File: src/rtl/input_conditioner_pkg.sv
// -----------------------------------------------------------------------------
// input_pkg
// Shared definitions for the input conditioner:
//   rep_state_e - per-button auto-repeat state encoding
//   cnt_width   - bits needed to hold a counter value 0..max_val
//   max_int     - larger of two integers (used to size the repeat counter)
// -----------------------------------------------------------------------------
package input_pkg;

    typedef enum logic [1:0] {
        ST_IDLE   = 2'd0,
        ST_DELAY  = 2'd1,
        ST_REPEAT = 2'd2
    } rep_state_e;

    // Width of a counter that must represent every value in 0..max_val.
    function automatic int cnt_width(input int max_val);
        int w;
        w = $clog2(max_val + 1);
        return (w < 1) ? 1 : w;
    endfunction

    function automatic int max_int(input int a, input int b);
        return (a > b) ? a : b;
    endfunction

endpackage

File: src/rtl/input_conditioner_if.sv
// -----------------------------------------------------------------------------
// input_conditioner_if
// Bundles the raw inputs and conditioned outputs of the input conditioner.
//   btn_raw/sw_raw/repeat_en : raw pushbuttons, raw switches, repeat enable
//   btn_level/press/release/move, sw_level : conditioned outputs
// Modports:
//   master - drives raw inputs, observes conditioned outputs (game side / bench)
//   slave  - the conditioner itself
// -----------------------------------------------------------------------------
interface input_conditioner_if #(
    parameter int NUM_BTN = 5,
    parameter int NUM_SW  = 16
);
    logic [NUM_BTN-1:0] btn_raw;
    logic [NUM_SW-1:0]  sw_raw;
    logic               repeat_en;
    logic [NUM_BTN-1:0] btn_level;
    logic [NUM_BTN-1:0] btn_press;
    logic [NUM_BTN-1:0] btn_release;
    logic [NUM_BTN-1:0] btn_move;
    logic [NUM_SW-1:0]  sw_level;

    modport master (
        output btn_raw, sw_raw, repeat_en,
        input  btn_level, btn_press, btn_release, btn_move, sw_level
    );

    modport slave (
        input  btn_raw, sw_raw, repeat_en,
        output btn_level, btn_press, btn_release, btn_move, sw_level
    );
endinterface

File: src/rtl/input_conditioner_debounce_chan.sv
// -----------------------------------------------------------------------------
// debounce_chan
// One input channel: synchroniser, debouncer, registered edge pulses and
// (when HAS_REPEAT=1) a typematic auto-repeat FSM.
// Ports:
//   clk, reset_n : system clock, asynchronous active-low reset
//   raw_i        : asynchronous raw input
//   rep_ok_i     : auto-repeat permitted this cycle (unused when HAS_REPEAT=0)
//   level_o      : debounced level
//   press_o      : 1-clk pulse in the first cycle level_o reads 1
//   release_o    : 1-clk pulse in the first cycle level_o reads 0
//   move_o       : press pulse plus each auto-repeat tick (0 when HAS_REPEAT=0)
// -----------------------------------------------------------------------------
module debounce_chan
    import input_pkg::*;
#(
    parameter int SYNC_STAGES     = 2,
    parameter int DEBOUNCE_CYCLES = 4,
    parameter int REPEAT_DELAY    = 10,
    parameter int REPEAT_PERIOD   = 3,
    parameter bit HAS_REPEAT      = 1'b1
) (
    input  logic clk,
    input  logic reset_n,
    input  logic raw_i,
    input  logic rep_ok_i,
    output logic level_o,
    output logic press_o,
    output logic release_o,
    output logic move_o
);

    localparam int               CNT_W    = cnt_width(DEBOUNCE_CYCLES);
    localparam logic [CNT_W-1:0] CNT_LAST = CNT_W'(DEBOUNCE_CYCLES - 1);

    logic [SYNC_STAGES-1:0] sync_q;
    logic                   s_s;
    logic                   stable_q, stable_d;
    logic [CNT_W-1:0]       cnt_q, cnt_d;
    logic                   press_q, press_d;
    logic                   release_q, release_d;
    logic                   commit_s;

    // Synchroniser shift chain; only the last stage is used downstream.
    always_ff @(posedge clk or negedge reset_n) begin
        if (!reset_n) begin
            sync_q <= '0;
        end else begin
            sync_q <= {sync_q[SYNC_STAGES-2:0], raw_i};
        end
    end

    assign s_s = sync_q[SYNC_STAGES-1];

    // Debounce: commit only after DEBOUNCE_CYCLES consecutive differing samples.
    always_comb begin
        stable_d = stable_q;
        cnt_d    = cnt_q;
        commit_s = 1'b0;
        if (s_s == stable_q) begin
            cnt_d = '0;
        end else if (cnt_q == CNT_LAST) begin
            stable_d = s_s;
            cnt_d    = '0;
            commit_s = 1'b1;
        end else begin
            cnt_d = cnt_q + CNT_W'(1);
        end
        // Pulses are registered alongside stable_q so they line up with level_o.
        press_d   = commit_s & s_s;
        release_d = commit_s & ~s_s;
    end

    // Debounce state and edge pulse registers.
    always_ff @(posedge clk or negedge reset_n) begin
        if (!reset_n) begin
            stable_q  <= 1'b0;
            cnt_q     <= '0;
            press_q   <= 1'b0;
            release_q <= 1'b0;
        end else begin
            stable_q  <= stable_d;
            cnt_q     <= cnt_d;
            press_q   <= press_d;
            release_q <= release_d;
        end
    end

    assign level_o   = stable_q;
    assign press_o   = press_q;
    assign release_o = release_q;

    if (HAS_REPEAT) begin : g_rep
        localparam int                RCNT_W      = cnt_width(max_int(REPEAT_DELAY, REPEAT_PERIOD));
        localparam logic [RCNT_W-1:0] DELAY_LAST  = RCNT_W'(REPEAT_DELAY - 1);
        localparam logic [RCNT_W-1:0] PERIOD_LAST = RCNT_W'(REPEAT_PERIOD - 1);

        rep_state_e        state_q, state_d;
        logic [RCNT_W-1:0] rcnt_q, rcnt_d;
        logic              move_q, move_d;

        // Repeat FSM state, counter and registered move pulse.
        always_ff @(posedge clk or negedge reset_n) begin
            if (!reset_n) begin
                state_q <= ST_IDLE;
                rcnt_q  <= '0;
                move_q  <= 1'b0;
            end else begin
                state_q <= state_d;
                rcnt_q  <= rcnt_d;
                move_q  <= move_d;
            end
        end

        // Repeat FSM next state. The FSM follows the debounced edges being
        // committed this cycle so it changes state together with level_o.
        always_comb begin
            state_d = state_q;
            rcnt_d  = rcnt_q;
            if (release_d) begin
                state_d = ST_IDLE;
                rcnt_d  = '0;
            end else begin
                case (state_q)
                    ST_IDLE: begin
                        if (press_d) begin
                            state_d = ST_DELAY;
                            rcnt_d  = '0;
                        end else begin
                            state_d = ST_IDLE;
                        end
                    end
                    ST_DELAY: begin
                        if (rcnt_q == DELAY_LAST) begin
                            if (rep_ok_i) begin
                                state_d = ST_REPEAT;
                                rcnt_d  = '0;
                            end else begin
                                // Park at the terminal value until repeat is allowed.
                                rcnt_d = rcnt_q;
                            end
                        end else begin
                            rcnt_d = rcnt_q + RCNT_W'(1);
                        end
                    end
                    ST_REPEAT: begin
                        // Disabled repeat holds the counter at 0 so re-enable
                        // restarts a full period.
                        if (!rep_ok_i) begin
                            rcnt_d = '0;
                        end else if (rcnt_q == PERIOD_LAST) begin
                            rcnt_d = '0;
                        end else begin
                            rcnt_d = rcnt_q + RCNT_W'(1);
                        end
                    end
                    default: begin
                        state_d = ST_IDLE;
                        rcnt_d  = '0;
                    end
                endcase
            end
        end

        // Repeat FSM output: a release committing this cycle suppresses any tick.
        always_comb begin
            move_d = 1'b0;
            if (release_d) begin
                move_d = 1'b0;
            end else begin
                case (state_q)
                    ST_IDLE:   move_d = press_d;
                    ST_DELAY:  move_d = (rcnt_q == DELAY_LAST) & rep_ok_i;
                    ST_REPEAT: move_d = (rcnt_q == PERIOD_LAST) & rep_ok_i;
                    default:   move_d = 1'b0;
                endcase
            end
        end

        assign move_o = move_q;
    end else begin : g_norep
        logic rep_ok_unused_s;
        assign rep_ok_unused_s = rep_ok_i;
        assign move_o          = 1'b0;
    end

endmodule

File: src/rtl/input_conditioner.sv
// -----------------------------------------------------------------------------
// input_conditioner
// N-channel button/switch front end for the maze game. Every pushbutton and
// switch is synchronised and debounced; buttons additionally get press,
// release and auto-repeating move pulses.
// Ports:
//   clk     : system clock
//   reset_n : asynchronous active-low reset
//   bus     : input_conditioner_if.slave
//             in : btn_raw[NUM_BTN], sw_raw[NUM_SW], repeat_en
//             out: btn_level, btn_press, btn_release, btn_move [NUM_BTN],
//                  sw_level[NUM_SW]
// -----------------------------------------------------------------------------
module input_conditioner
    import input_pkg::*;
#(
    parameter int                 NUM_BTN         = 5,
    parameter int                 NUM_SW          = 16,
    parameter int                 SYNC_STAGES     = 2,
    parameter int                 DEBOUNCE_CYCLES = 1_000_000,
    parameter int                 REPEAT_DELAY    = 50_000_000,
    parameter int                 REPEAT_PERIOD   = 10_000_000,
    parameter logic [NUM_BTN-1:0] REPEAT_MASK     = 5'b11110
) (
    input  logic                  clk,
    input  logic                  reset_n,
    input_conditioner_if.slave    bus
);

    if (SYNC_STAGES < 2) begin : g_chk_sync
        $error("input_conditioner: SYNC_STAGES must be >= 2");
    end
    if (DEBOUNCE_CYCLES < 1) begin : g_chk_deb
        $error("input_conditioner: DEBOUNCE_CYCLES must be >= 1");
    end
    if (REPEAT_DELAY < 1) begin : g_chk_rdly
        $error("input_conditioner: REPEAT_DELAY must be >= 1");
    end
    if (REPEAT_PERIOD < 1) begin : g_chk_rper
        $error("input_conditioner: REPEAT_PERIOD must be >= 1");
    end

    logic [NUM_BTN-1:0] rep_ok_s;
    logic [NUM_BTN-1:0] btn_level_s, btn_press_s, btn_release_s, btn_move_s;
    logic [NUM_SW-1:0]  sw_level_s;
    logic [NUM_SW-1:0]  sw_press_unused_s, sw_release_unused_s, sw_move_unused_s;

    assign rep_ok_s = {NUM_BTN{bus.repeat_en}} & REPEAT_MASK;

    for (genvar i = 0; i < NUM_BTN; i++) begin : g_btn
        debounce_chan #(
            .SYNC_STAGES    (SYNC_STAGES),
            .DEBOUNCE_CYCLES(DEBOUNCE_CYCLES),
            .REPEAT_DELAY   (REPEAT_DELAY),
            .REPEAT_PERIOD  (REPEAT_PERIOD),
            .HAS_REPEAT     (1'b1)
        ) u_chan (
            .clk      (clk),
            .reset_n  (reset_n),
            .raw_i    (bus.btn_raw[i]),
            .rep_ok_i (rep_ok_s[i]),
            .level_o  (btn_level_s[i]),
            .press_o  (btn_press_s[i]),
            .release_o(btn_release_s[i]),
            .move_o   (btn_move_s[i])
        );
    end

    for (genvar j = 0; j < NUM_SW; j++) begin : g_sw
        debounce_chan #(
            .SYNC_STAGES    (SYNC_STAGES),
            .DEBOUNCE_CYCLES(DEBOUNCE_CYCLES),
            .REPEAT_DELAY   (REPEAT_DELAY),
            .REPEAT_PERIOD  (REPEAT_PERIOD),
            .HAS_REPEAT     (1'b0)
        ) u_chan (
            .clk      (clk),
            .reset_n  (reset_n),
            .raw_i    (bus.sw_raw[j]),
            .rep_ok_i (1'b0),
            .level_o  (sw_level_s[j]),
            .press_o  (sw_press_unused_s[j]),
            .release_o(sw_release_unused_s[j]),
            .move_o   (sw_move_unused_s[j])
        );
    end

    assign bus.btn_level   = btn_level_s;
    assign bus.btn_press   = btn_press_s;
    assign bus.btn_release = btn_release_s;
    assign bus.btn_move    = btn_move_s;
    assign bus.sw_level    = sw_level_s;

endmodule

File: src/flat_wrapper.sv
// flat-port wrapper written by rule: the top's interface ports become plain ports
module input_conditioner_flat import input_pkg::*;
#(
    parameter int                 NUM_BTN         = 5,
    parameter int                 NUM_SW          = 16,
    parameter int                 SYNC_STAGES     = 2,
    parameter int                 DEBOUNCE_CYCLES = 1_000_000,
    parameter int                 REPEAT_DELAY    = 50_000_000,
    parameter int                 REPEAT_PERIOD   = 10_000_000,
    parameter logic [NUM_BTN-1:0] REPEAT_MASK     = 5'b11110
)
  (clk, reset_n, bus_btn_raw, bus_sw_raw, bus_repeat_en, bus_btn_level, bus_btn_press, bus_btn_release, bus_btn_move, bus_sw_level);
  input_conditioner_if #(.NUM_BTN(NUM_BTN), .NUM_SW(NUM_SW)) bus_i ();
  input  logic clk;
  input  logic reset_n;
  input wire logic [$bits(bus_i.btn_raw)-1:0] bus_btn_raw;
  input wire logic [$bits(bus_i.sw_raw)-1:0] bus_sw_raw;
  input wire logic [$bits(bus_i.repeat_en)-1:0] bus_repeat_en;
  output wire logic [$bits(bus_i.btn_level)-1:0] bus_btn_level;
  output wire logic [$bits(bus_i.btn_press)-1:0] bus_btn_press;
  output wire logic [$bits(bus_i.btn_release)-1:0] bus_btn_release;
  output wire logic [$bits(bus_i.btn_move)-1:0] bus_btn_move;
  output wire logic [$bits(bus_i.sw_level)-1:0] bus_sw_level;
  assign bus_i.btn_raw = bus_btn_raw;
  assign bus_i.sw_raw = bus_sw_raw;
  assign bus_i.repeat_en = bus_repeat_en;
  assign bus_btn_level = bus_i.btn_level;
  assign bus_btn_press = bus_i.btn_press;
  assign bus_btn_release = bus_i.btn_release;
  assign bus_btn_move = bus_i.btn_move;
  assign bus_sw_level = bus_i.sw_level;
  input_conditioner #(.NUM_BTN(NUM_BTN), .NUM_SW(NUM_SW), .SYNC_STAGES(SYNC_STAGES), .DEBOUNCE_CYCLES(DEBOUNCE_CYCLES), .REPEAT_DELAY(REPEAT_DELAY), .REPEAT_PERIOD(REPEAT_PERIOD), .REPEAT_MASK(REPEAT_MASK)) u_core (.clk(clk), .reset_n(reset_n), .bus(bus_i));
endmodule
File: config.mk
export PLATFORM = sky130hd
export DESIGN_NAME = input_conditioner_flat
export DESIGN_NICKNAME = d
export VERILOG_FILES = /design/src/rtl/input_conditioner_pkg.sv /design/src/rtl/input_conditioner_if.sv /design/src/rtl/input_conditioner_debounce_chan.sv /design/src/rtl/input_conditioner.sv /design/src/flat_wrapper.sv
export SDC_FILE = /design/constraint.sdc
export NUM_CORES = 1
export LEC_CHECK = 0
export ABC_AREA = 1
export ABC_CLOCK_PERIOD_IN_PS = 2800
export BUFFER_PORTS_ARGS = -buffer_cell sky130_fd_sc_hd__buf_4
export CAP_MARGIN = 10
export CORE_ASPECT_RATIO = 0.75
export CORE_MARGIN = 10
export CORE_UTILIZATION = 35
export CTS_CLUSTER_SIZE = 20
export DETAILED_ROUTE_END_ITERATION = 10
export PLACE_DENSITY = 0.59
export SETUP_SLACK_MARGIN = 0.15
export SYNTH_ARGS = -nofsm -noshare
export SYNTH_HDL_FRONTEND = slang
export SYNTH_SLANG_ARGS = --single-unit
File: constraint.sdc
create_clock -name clk -period 2.8 [get_ports clk]
set_input_delay 0.42 -clock clk [delete_from_list [all_inputs] [get_ports clk]]
set_output_delay 0.42 -clock clk [all_outputs]
set_load 0.05 [all_outputs]
==> results of run 1 <==
## cells by family (layout without fill, tap and decap cells)
group           count (synthesis)  count (layout)  synth area share
buf+inv                       647             818           0.08130
flops                         611             611            0.4651
xor+xnor                      217             217           0.05782
compound gates                230             230           0.03844
fa+ha+maj                      45              45           0.01713
simple gates                 2472            2472            0.3350
mux                            15              15          0.005138
## report_power, final
part / internal [µW] / leakage, µW / switching [µW] / total, µW
registers: 8940 / 0.00825 / 70.0 / 9010
clock network: 6130 / 0.00124 / 3860 / 9990
logic: 174 / 0.00767 / 395 / 569
## final cells by class
cell class | count | share of cell area
well taps | 1237 | 0.04136
inverters | 580 | 0.05824
multi-input cells | 2979 | 0.3984
flip-flops and latches | 611 | 0.4086
repair buffers | 110 | 0.02574
clock buffers | 89 | 0.05366
clock inverters | 39 | 0.01401
## worst paths after layout
| path | startpoint | endpoint | cells after the start | slack [ns] |
|---|---|---|---|---|
| max | u_core.g_btn[2].u_chan.cnt_q[0] | u_core.g_btn[2].u_chan.g_rep.rcnt_q[24] | 11 | 0.48 |
| max in group asynchronous | reset_n | u_core.g_btn[1].u_chan.g_rep.rcnt_q[0] | 3 | 1.50 |
| min in group asynchronous | reset_n | u_core.g_btn[2].u_chan.cnt_q[18] | 2 | 0.37 |
| max reg2reg | u_core.g_btn[2].u_chan.cnt_q[0] | u_core.g_btn[2].u_chan.g_rep.rcnt_q[24] | 11 | 0.48 |
| min | bus_repeat_en | u_core.g_btn[2].u_chan.move_o | 3 | 0.22 |
| min reg2reg | u_core.g_sw[11].u_chan.sync_q[0] | u_core.g_sw[11].u_chan.sync_q[1] | 0 | 0.35 |
## registers in the layout, indices dropped and copies added (netlist names)
register and cells:
u_core.g_sw.u_chan.level_o 16, u_core.g_sw.u_chan.sync_q 32, u_core.g_btn.u_chan.press_o 5, u_core.g_btn.u_chan.level_o 5, u_core.g_btn.u_chan.move_o 5, u_core.g_sw.u_chan.cnt_q 320
u_core.g_btn.u_chan.release_o 5, u_core.g_btn.u_chan.g_rep.state_q 9, u_core.g_btn.u_chan.g_rep.rcnt_q 104, u_core.g_btn.u_chan.sync_q 10, u_core.g_btn.u_chan.cnt_q 100
## metrics by stage
| stage | hold WS [ns] | cell area (µm²) |
|---|---|---|
| after floorplan | 0.1244 | 32870 |
| after global placement | 0.3325 | 34670 |
| after detailed placement | 0.3347 | 34670 |
| after CTS | 0.1788 | 37420 |
| after global routing | 0.2130 | 37420 |
| final | 0.2216 | 37420 |
## tightest hold or removal path, delay by kind of cell
kind            cells  cell delay (ns)
buf+inv             1             0.17
simple gates        1             0.12
compound gates      1             0.07
## cell usage in the layout, fill, tap and decap left out, types with 4 or more instances in the layout
master and count:
a211oi_1 9, a21oi_1 107, a31oi_1 13, and3_1 9
buf_12 6, buf_4 81, bufinv_16 11, clkbuf_1 5
clkbuf_16 74, clkbuf_8 10, clkinv_2 14, clkinvlp_4 7
dfrtp_1 611, dlygate4sd3_1 22, ha_1 45, inv_1 571
inv_2 7, mux2_2 15, nand2_1 923, nand2_2 9
nand2_4 4, nand3_1 312, nand3_2 6, nand3b_1 9
nand4_1 136, nor2_1 718, nor2_2 19, nor2_4 6
nor3_1 210, nor3_2 24, nor3b_1 26, nor4_1 37
o21ai_0 78, or2_0 4, or2_2 8, xnor2_1 61
xor2_1 156
## layer usage
layer	GRT usage	routed length, µm	vias to the layer above
li1	-	-	13780
met1	0.2014	37820	12070
met2	0.1893	27820	400
met3	0.02291	2974	100
met4	0.03456	1509	0
met5	0	0	-
## repair_timing
action	CTS	global route
hold buffers	22	0
setup buffers	0	0
endpoints found under the hold margin	57	0
==> impl_metrics.ini, run 1 <==
[critical_path]
cp_slowest_stage_delay_ns = 0.50
worstSetupStartpointType = register
end_kind = register
cp.arrival_ns = 2.85
crit_family = simple AND/OR/NAND/NOR gates
crit_type = reg -> reg
cp_max_fo = 26
required_ns = 3.34
worstPathCellList = ha_1, nand2_1, nor2_2, nand2_2, nor2_4, nand3_2, nand3b_2, nand2_4, nor2_4, nand2_1, nand2_1
crit_buf_inv = 0
cp_slowest_cell = nor2_4
crit_top_cell = nand2_1

[timing]
totalNegativeSetupSlack_ns = 0
rsz0062_at_grt = no
min_period_ns = 2.316
finalSetupViolations = 0
max_freq_mhz = 431.7
worst_slew_pin_slew_ns = 0.8722
fin_skew_ns = 0.02812
timing.final.ws_setup_ns = 0.4838
period_share = 0.8272
slew_violations = 0
slew_headroom = 0.4185
finalHoldViolCount = 0

[global_routing]
grt_max_degree = 81
grt_antenna_before_repair = 0
grt_overflow = 0
grt_pass1_vias = 25280
grt_pass1_wl_um = 123300
gr-usage-all-layers = 0.1321

[synth]
ys_async_sr_fraction = 1.000
ys_seq_elements = 611
synth_cells = 4237
postSynthNetCount = 4306
synth_edf_count = 0
ys.flop_type = dfrtp_1
synth.avg_cell_area_um2 = 7.758
synth-seq-area-share = 0.4651
synth_cell_type_count = 55
synth_top_area_cell = dfrtp_1
synth_warnings = 0
yosysTopAreaCellShare = 0.4651
synthTopCellsByCount = nand2_1 (923), nor2_1 (718), dfrtp_1 (611)
synth.most_common_cell = nand2_1
syn_area_um2 = 32870
ys_top_cells_by_area = dfrtp_1 (47%), nand2_1 (11%), nor2_1 (8.2%)

[layout]
fillers = 9405
seqCellArea_um2 = 15290
fin_cells = 5645
layout-drive-gt1-share = 0.07350
antennaDiodeCount = 0
multiInputGateArea_um2 = 14910
post-route-util = 0.4010
syn_to_final_growth_pct = 13.84
nets = 4422

[routing]
first_pass_iters = 5
routed_via_density = 4.667
ant_nets = 0
wirelength_um = 70130
drc_errors = 0
vias = 26350
drt-initial-drc-count = 1795
wl_per_cell_um = 12.42

[place]
numPortBuffers = 59
dp_hpwl_um = 49840
place_congestion = 0.8721
place_ws_ns = 0.4636
placed_cells = 5495

[floorplanning]
io_pins = 60
core_area_um2 = 93330
fp.dieW_um = 373.9
rows = 97
dieArea_um2 = 106700
start_util = 0.3522
fp.dieH_um = 285.4

[run]
maxCapViolations = 0

[power_and_ir_drop]
fin_total_pwr_uw = 19560
power.density_nw_per_um2 = 522.7
leakage_uw = 0.01715
peakVddDrop_uv = 417.9

[run_status]
status = finished, final reports clean

[clock_network]
clkTransAtPathRegs_ns = 0.06
clockRootBuffer = clkbuf_16
cts_tree = yes
cts.htree.levels = 3
clockBufferDepth = 3
clkLatencyLatePin_ns = 0.61
cts_resized = 0
clkSinkCount = 611
numCtsBuffers = 71

[worst_hold_path]
hold_path.class = in -> reg
(Power assumes the default switching activity.)
==> run 2: changes to the inputs <==
- ABC_CLOCK_PERIOD_IN_PS: 2800 -> 2200
- clock period: 2.8 -> 2.2 ns (I/O delays scaled with it)
==> impl_metrics.ini, run 2 (synthesis gave the netlist of run 1 again) <==
[routing]
drt-initial-drc-count = 1774
drc_errors = 0
first_pass_iters = 7
wl_per_cell_um = 12.78
wirelength_um = 73410
ant_nets = 0
routed_via_density = 4.735
vias = 27210

[timing]
fin_skew_ns = 0.03089
period_share = 0.9122
min_period_ns = 2.007
slew_headroom = 0.6521
totalNegativeSetupSlack_ns = 0
rsz0062_at_grt = yes
max_freq_mhz = 498.3
slew_violations = 0
finalHoldViolCount = 0
worst_slew_pin_slew_ns = 0.5171
finalSetupViolations = 0

[floorplanning]
io_pins = 60
start_util = 0.3522
dieArea_um2 = 106700
rows = 97
core_area_um2 = 93330
fp.dieW_um = 373.9
fp.dieH_um = 285.4

[critical_path]
cp.arrival_ns = 2.50
crit_buf_inv = 2
cp_max_fo = 6
crit_type = reg -> reg
cp_slowest_stage_delay_ns = 0.39
startpoint = u_core.g_btn[2].u_chan.cnt_q[1]
crit_top_cell = nand2_4
worstPathCellList = ha_4, nand2_4, nor2_4, nand2_4, nor2_4, nand2_4, o21ai_4, nand2_4, buf_6, clkbuf_16, nand2_1, nand2_1
worstSetupStartpointType = register
crit_family = simple AND/OR/NAND/NOR gates
required_ns = 2.69
cp_slowest_cell = dfrtp_1
reg2reg_slack_ns = 0.19
r2r_start = u_core.g_btn[2].u_chan.cnt_q[1]
end_kind = register

[run]
maxCapViolations = 0

[layout]
top_register = u_core.g_sw.u_chan.cnt_q
largest_reg_flops = 320
nets = 4525
fin_cells = 5746
final_common_cell = nand2_1
post-route-util = 0.4136
final_cell_mix = nand2_1 (910), nor2_1 (707), dfrtp_1 (609)
syn_to_final_growth_pct = 17.43
layout-drive-gt1-share = 0.1058
reg_top3 = u_core.g_sw.u_chan.cnt_q (320), u_core.g_btn.u_chan.g_rep.rcnt_q (104), u_core.g_btn.u_chan.cnt_q (100)

[worst_hold_path]
hold_path.class = in -> async

[clock_network]
clkSinkCount = 611
clockRootBuffer = clkbuf_16
clockBufferDepth = 3
cts_tree = yes
numCtsBuffers = 70
clkLatencyLatePin_ns = 0.62
clkTransAtPathRegs_ns = 0.06
cts.htree.levels = 3

[place]
placed_cells = 5549
place_congestion = 0.9053
numPortBuffers = 59
dp_hpwl_um = 51450

[power_and_ir_drop]
leakage_uw = 0.01776
power.density_nw_per_um2 = 630.2
fin_total_pwr_uw = 24330
peakVddDrop_uv = 428.5

[global_routing]
grt_antenna_before_repair = 0
grt_pass1_vias = 25350
grt_max_degree = 89
gr-usage-all-layers = 0.1340
grt_pass1_wl_um = 125000
grt_overflow = 0

[run_status]
status = finished, final reports clean
run 2: cell count changes in the layout (fill, tap and decap cells not counted), moves of 7 or more:
cell     change
buf_4       +83
nand2_1     -13
nand2_4      +7
nand3_1      -9
nor2_1      -11
nor2_4      +16
nor3_1      -12
run 2: power breakdown:
group,leakage [µW],total [µW],switching [µW],internal (µW)
logic,0.00835,782,520,262
clock network,0.00116,12100,4870,7200
registers,0.00824,11500,94.4,11400
total,0.0178,24300,5490,18800
run 2: final cells by class:
class	count	area, µm²
clock inverters	33	386.6
multi-input cells	2986	15380
inverters	580	2187
diodes	1	2.502
repair buffers	207	1818
well taps	1237	1548
clock buffers	91	1983
fillers	9222	54730
flip-flops and latches	611	15290
run 2: final timing paths:
kind,end,depth (start not counted)
worst max-delay path,u_core.g_btn[2].u_chan.g_rep.rcnt_q[13],12
worst min-delay path,u_core.g_sw[7].u_chan.level_o,2
worst max register to register,u_core.g_btn[2].u_chan.g_rep.rcnt_q[13],12
worst min register to register,u_core.g_sw[0].u_chan.sync_q[1],0
max in group asynchronous,u_core.g_btn[1].u_chan.cnt_q[4],4
min in group clk,u_core.g_btn[2].u_chan.move_o,4
run 2: worst reg2reg max path: cells and delay by family (launching register included):
kind	cells	cell delay, ns
simple gates	8	0.81
flops	1	0.39
buf+inv	2	0.29
compound gates	1	0.22
fa+ha+maj	1	0.16
run 2: layer usage:
| metal | part of all wire | global-route usage | vias up |
|---|---|---|---|
| met5 | 0 | 0 | - |
| met4 | 0.023 | 0.03723 | 0 |
| met3 | 0.047 | 0.02303 | 110 |
| met2 | 0.41 | 0.1908 | 464 |
| met1 | 0.52 | 0.2048 | 12650 |
| li1 | - | - | 13990 |
run 2: per-stage QoR:
stage / instance area, µm² / hold slack [ns] / setup WS, ns
floorplan: 32870 / 0.03441 / 0.4487
global placement: 35100 / 0.2373 / -0.03246
detailed placement: 35100 / 0.2393 / -0.09333
CTS: 37730 / 0.1472 / 0.1383
global route: 38600 / 0.1693 / 0.08743
finish: 38600 / 0.1975 / 0.1932
run 2: what timing repair did:
action,in CTS,in global routing
endpoints found under the setup margin,71,142
setup buffers,0,41
cloned,2,7
hold buffers,22,0
pin swaps,2,38
resized for setup,6,102
endpoints found under the hold margin,327,0
